==> src/rtl/lsu_mem_initiator.sv <==
// Load/store initiator between the execute stage and a byte-enabled synchronous-read data memory.
// Misaligned halfword/word accesses are either split into byte accesses or rejected, depending on SPLIT_EN.
module lsu_mem_initiator #(
  parameter int ADDR_W   = 17,
  parameter bit SPLIT_EN = 1'b1
) (
  input  logic              clk,
  input  logic              rstn,
  input  logic              req_valid,
  output logic              req_ready,
  input  logic              req_we,
  input  logic [2:0]        req_memop,
  input  logic [31:0]       req_addr,
  input  logic [31:0]       req_wdata,
  output logic              resp_valid,
  output logic [31:0]       resp_rdata,
  output logic              resp_err,
  output logic [2:0]        mem_memop,
  output logic [ADDR_W-1:0] mem_rdaddr,
  output logic [ADDR_W-1:0] mem_wraddr,
  output logic              mem_wren,
  output logic [31:0]       mem_data,
  input  logic [31:0]       mem_dataout
);

  typedef enum logic [1:0] {IDLE, ACC, CAP, DONE} state_t;

  state_t            state;
  logic              we_q;
  logic              split_q;
  logic [2:0]        memop_q;
  logic [ADDR_W-1:0] addr_q;
  logic [31:0]       wdata_q;
  logic [31:0]       asm_q;
  logic [1:0]        k;
  logic [1:0]        last_k;

  logic [2:0]        size;
  logic [1:0]        size_m1;
  logic [32:0]       end_addr;
  logic              illegal;
  logic              out_of_range;
  logic              misaligned;
  logic              acc_err;
  logic              split_req;
  logic [1:0]        k_inc;
  logic [ADDR_W-1:0] next_addr;
  logic [31:0]       merged;
  logic [31:0]       final_rdata;

  // Request classification; the 33-bit end address keeps the range test free of wrap-around.
  always_comb begin
    case (req_memop[1:0])
      2'b00:   begin size = 3'd1; size_m1 = 2'd0; end
      2'b01:   begin size = 3'd2; size_m1 = 2'd1; end
      default: begin size = 3'd4; size_m1 = 2'd3; end
    endcase
    illegal      = (req_memop[1:0] == 2'b11) || (req_memop[2] && req_memop[1]) ||
                   (req_we && req_memop[2]);
    end_addr     = {1'b0, req_addr} + {30'd0, size} - 33'd1;
    out_of_range = |end_addr[32:ADDR_W];
    misaligned   = ((req_memop[1:0] == 2'b01) && req_addr[0]) ||
                   ((req_memop[1:0] == 2'b10) && (req_addr[1:0] != 2'b00));
    acc_err      = illegal || out_of_range || (misaligned && !SPLIT_EN);
    split_req    = misaligned && SPLIT_EN && !acc_err;
  end

  always_comb begin
    k_inc     = k + 2'd1;
    next_addr = addr_q + ADDR_W'(k_inc);
    merged    = asm_q;
    merged[8*k +: 8] = mem_dataout[7:0];
    final_rdata = mem_dataout;
    if (split_q) begin
      if (memop_q[1:0] == 2'b01)
        final_rdata = memop_q[2] ? {16'd0, merged[15:0]} : {{16{merged[15]}}, merged[15:0]};
      else
        final_rdata = merged;
    end
  end

  // Address/data phases are registered one cycle ahead so the memory sees them during ACC (and CAP for reads).
  always_ff @(posedge clk or negedge rstn) begin
    if (!rstn) begin
      state      <= IDLE;
      req_ready  <= 1'b1;
      resp_valid <= 1'b0;
      resp_rdata <= '0;
      resp_err   <= 1'b0;
      mem_memop  <= 3'b010;
      mem_rdaddr <= '0;
      mem_wraddr <= '0;
      mem_wren   <= 1'b0;
      mem_data   <= '0;
      we_q       <= 1'b0;
      split_q    <= 1'b0;
      memop_q    <= 3'b000;
      addr_q     <= '0;
      wdata_q    <= '0;
      asm_q      <= '0;
      k          <= '0;
      last_k     <= '0;
    end else begin
      case (state)
        IDLE: begin
          if (req_valid) begin
            we_q       <= req_we;
            memop_q    <= req_memop;
            addr_q     <= req_addr[ADDR_W-1:0];
            wdata_q    <= req_wdata;
            split_q    <= split_req;
            last_k     <= size_m1;
            k          <= 2'd0;
            asm_q      <= '0;
            req_ready  <= 1'b0;
            resp_rdata <= '0;
            resp_err   <= acc_err;
            if (acc_err) begin
              resp_valid <= 1'b1;
              state      <= DONE;
            end else begin
              state     <= ACC;
              mem_memop <= split_req ? (req_we ? 3'b000 : 3'b100) : req_memop;
              if (req_we) begin
                mem_wraddr <= req_addr[ADDR_W-1:0];
                mem_wren   <= 1'b1;
                mem_data   <= split_req ? {24'd0, req_wdata[7:0]} : req_wdata;
              end else begin
                mem_rdaddr <= req_addr[ADDR_W-1:0];
              end
            end
          end
        end
        ACC: begin
          if (we_q) begin
            if (split_q && (k != last_k)) begin
              k          <= k_inc;
              mem_wraddr <= next_addr;
              mem_data   <= {24'd0, wdata_q[8*k_inc +: 8]};
            end else begin
              mem_wren   <= 1'b0;
              mem_wraddr <= '0;
              mem_data   <= '0;
              mem_memop  <= 3'b010;
              resp_valid <= 1'b1;
              state      <= DONE;
            end
          end else begin
            state <= CAP;
          end
        end
        CAP: begin
          asm_q <= merged;
          if (split_q && (k != last_k)) begin
            k          <= k_inc;
            mem_rdaddr <= next_addr;
            state      <= ACC;
          end else begin
            resp_rdata <= final_rdata;
            mem_rdaddr <= '0;
            mem_memop  <= 3'b010;
            resp_valid <= 1'b1;
            state      <= DONE;
          end
        end
        DONE: begin
          resp_valid <= 1'b0;
          req_ready  <= 1'b1;
          state      <= IDLE;
        end
        default: state <= IDLE;
      endcase
    end
  end

endmodule

==> config.mk <==
export PLATFORM = sky130hd
export DESIGN_NAME = lsu_mem_initiator
export DESIGN_NICKNAME = d
export VERILOG_FILES = /design/src/rtl/lsu_mem_initiator.sv
export SDC_FILE = /design/constraint.sdc
export NUM_CORES = 1
export LEC_CHECK = 0
export CAP_MARGIN = 15
export CORE_ASPECT_RATIO = 0.7
export CORE_MARGIN = 2
export CORE_UTILIZATION = 33
export CTS_CLUSTER_SIZE = 28
export DETAILED_ROUTE_END_ITERATION = 6
export GPL_TIMING_DRIVEN = 0
export HOLD_SLACK_MARGIN = 0.03
export PLACE_DENSITY = 0.59
export SYNTH_ARGS = -nofsm -noshare
export SYNTH_HDL_FRONTEND = slang
export SYNTH_SLANG_ARGS = --single-unit
==> constraint.sdc <==
create_clock -name clk -period 5.8 [get_ports clk]
set_input_delay 1.16 -clock clk [delete_from_list [all_inputs] [get_ports clk]]
set_output_delay 1.16 -clock clk [all_outputs]
set_load 0.02 [all_outputs]
==> flow_summary.yaml <==
status:
  outcome: "finished clean"
power:
  peakVddDrop_uv: 240.4
  p_leak_nw: 6.042
  swShare: 0.3943
  power_frac_seq: 0.362
  power.switching_mw: 2.347
  finalPower_mw: 5.952
  power.internal_mw: 3.605
  combinationalPowerShare: 0.447
  p_clk_frac: 0.191
  p_per_area_nw_per_um2: 422.1
synth:
  synth_area_um2: 10910
  ys_warn_count: 0
  synth_common_cells: "dfrtp_1 (195), nand2_1 (160), o21ai_0 (130)"
  ys.flop_type: "dfrtp_1"
  yosysMostFrequentCell: "dfrtp_1"
  syn_inst: 1124
  synthTopCellsByArea: "dfrtp_1 (45%), mux2_2 (6.7%), a22o_1 (6.2%)"
  synth_top_area_cell: "dfrtp_1"
  synth_cell_type_count: 65
  avgSynthCellArea_um2: 9.702
  ys_seq_elements: 197
  synth_seq_area_share: 0.4523
  synth_edf_count: 0
  synth-async-reset-ratio: 1.000
  syn_nets: 1271
  synth_top_area_share: 0.4475
clock_network:
  htreeDepth: 4
  cts.repair.resized: 0
  cts.sinks: 197
  clkSlewWorstSetupHoldPaths_ps: 70
  clkLatencyLatePin_ps: 450
  cts_tree: "yes"
  cts_made_buffers: 17
  root_buffer: "clkbuf_16"
  clock_path_buffers: 2
  postCtsHoldBufs: 0
  cts_setup_buffers: 0
floorplanning:
  fp.coreArea_um2: 32410
  initial_core_util: 0.3365
  num_io_pins: 208
  dieArea_um2: 34540
  rows: 55
  die_h_um: 156.1
  die_x_um: 221.3
timing:
  final-setup-viol-count: 0
  holdWs_ps: 478.8
  fin_tns_setup_ps: 0
  slew_headroom: 0.3280
  rsz0062_at_grt: "no"
  slew_viol_final: 0
  worst_pin_slew_ps: 1000
  hold_violations: 0
  period_share: 0.9388
  fmax_ghz: 0.1836
  fin_ws_ps: 354.8
  fin_crit_ps: 5445
  skew_ps: 8.297
route:
  wirelength_mm: 34.88
  drt-pass1-iter-count: 6
  ant_nets: 0
  avgRoutedWirePerCell_um: 19.44
  drtIter0Drc: 675
  via_count: 9402
  drt-vias-per-instance: 5.241
  route.detailed.drc: 0
critical_path:
  crit_required_ps: 6180
  cp-end-kind: "flip-flop"
  path_class: "in2reg"
  cp_max_fo: 10
  arrival_ps: 5830
  cp-start-kind: "primary input"
placed_design:
  port_buffers: 207
  place_ws_ps: -31.77
  dp.cells: 1761
  place_hpwl_mm: 26.55
  routabilityCongestion: 0.8762
  placed_area_um2: 13550
grt:
  antenna_found_initial: 2
  grt_pass1_wl_mm: 53.15
  gr-total-overflow: 0
  grt_use_total: 0.2000
  first_global_vias: 8986
  grt_max_degree: 116
worst_hold_path:
  hold_class: "reg2reg"
layout:
  fin_nets: 1500
  finalInstanceArea_um2: 14100
  syn_to_final_growth_pct: 29.30
  final_cells: 1794
  utilization: 0.4351
  drive_above_1_share: 0.09736
flow_run:
  maxCapViolations: 0
## layer usage
metal  part of all wire  global-route usage
met3              0.068             0.04972
met2               0.41              0.2763
met4             0.0094             0.04858
met5            0.00032                   0
met1               0.51              0.3072
## cells in the final DEF, fill, tap and decap left out, types with 16 or more instances in the layout
cell             instances
xor2_1                  16
nor2b_1                 18
clkbuf_16               17
a22o_1                  77
o21ai_0                130
nand2_1                160
clkdlybuf4s50_1        206
nor2_1                  48
inv_1                   80
nand3_1                 24
ha_1                    43
mux2_2                  65
a21oi_1                 54
dfrtp_1                195
clkbuf_1                41
o22ai_1                 19
a221oi_1                18
## registers in the layout, indices dropped and copies added (netlist names)
name / cells
mem_wren: 1
k: 2
mem_memop: 3
state: 2
mem_wraddr: 17
asm_q: 32
addr_q: 17
last_k: 2
resp_rdata: 32
memop_q: 3
wdata_q: 32
split_q: 1
mem_rdaddr: 17
resp_err: 1
mem_data: 32
we_q: 1
req_ready: 1
resp_valid: 1
## layout make-up
cell class / instances / area (um^2)
Fill cell: 3141 / 18310
Clock buffer: 19 / 442.9
Timing Repair Buffer: 210 / 2115
Tap cell: 427 / 534.3
Multi-Input combinational cell: 791 / 5394
Antenna cell: 1 / 2.502
Inverter: 82 / 307.8
Sequential cell: 197 / 4932
Clock inverter: 13 / 101.3
Buffer: 54 / 271.5
## worst paths after layout
check | startpoint | endpoint | slack (ps) | cells after the start
hold / removal | asm_q[10] | asm_q[10] | 480 | 2
setup reg to reg | k[0] | mem_wraddr[16] | 1320 | 14
setup / recovery | req_memop[1] | mem_data[12] | 350 | 16
min in group asynchronous | rstn | mem_data[30] | 690 | 1
hold reg to reg | asm_q[10] | asm_q[10] | 480 | 2
max in group asynchronous | rstn | mem_rdaddr[0] | 4070 | 2
## power by group through the flow
| stage | registers [mW] | logic, mW | clock network [mW] |
|---|---|---|---|
| floorplan | 2.40 | 1.30 | 0 |
| global placement | 2.17 | 2.63 | 0 |
| detailed placement | 2.18 | 2.66 | 0 |
| CTS | 2.16 | 2.68 | 1.17 |
| global route | 2.22 | 2.89 | 1.23 |
| finish | 2.16 | 2.66 | 1.13 |
## critical path, cell delays in order
cell and delay (ps):
clkdlybuf4s50_1 690, inv_1 110, ha_1 290, inv_1 40, ha_1 220, a21oi_4 140, o31ai_4 130, a32oi_1 430
a21oi_1 190, o21ai_0 580, a21oi_1 140, a211oi_1 350, nand4_2 320, nor4b_4 630, buf_6 240, a22o_1 150
## cell families (layout without fill, tap and decap cells)
family	after synthesis	count (layout)	synth area share
xor+xnor	20	20	0.01606
mux	76	76	0.08639
fa+ha+maj	44	44	0.05117
compound gates	359	359	0.2197
other cells	0	1	0
buf+inv	136	378	0.05312
flops	197	197	0.4523
simple gates	292	292	0.1213
Note: power is estimated with default switching activity, not from simulation.
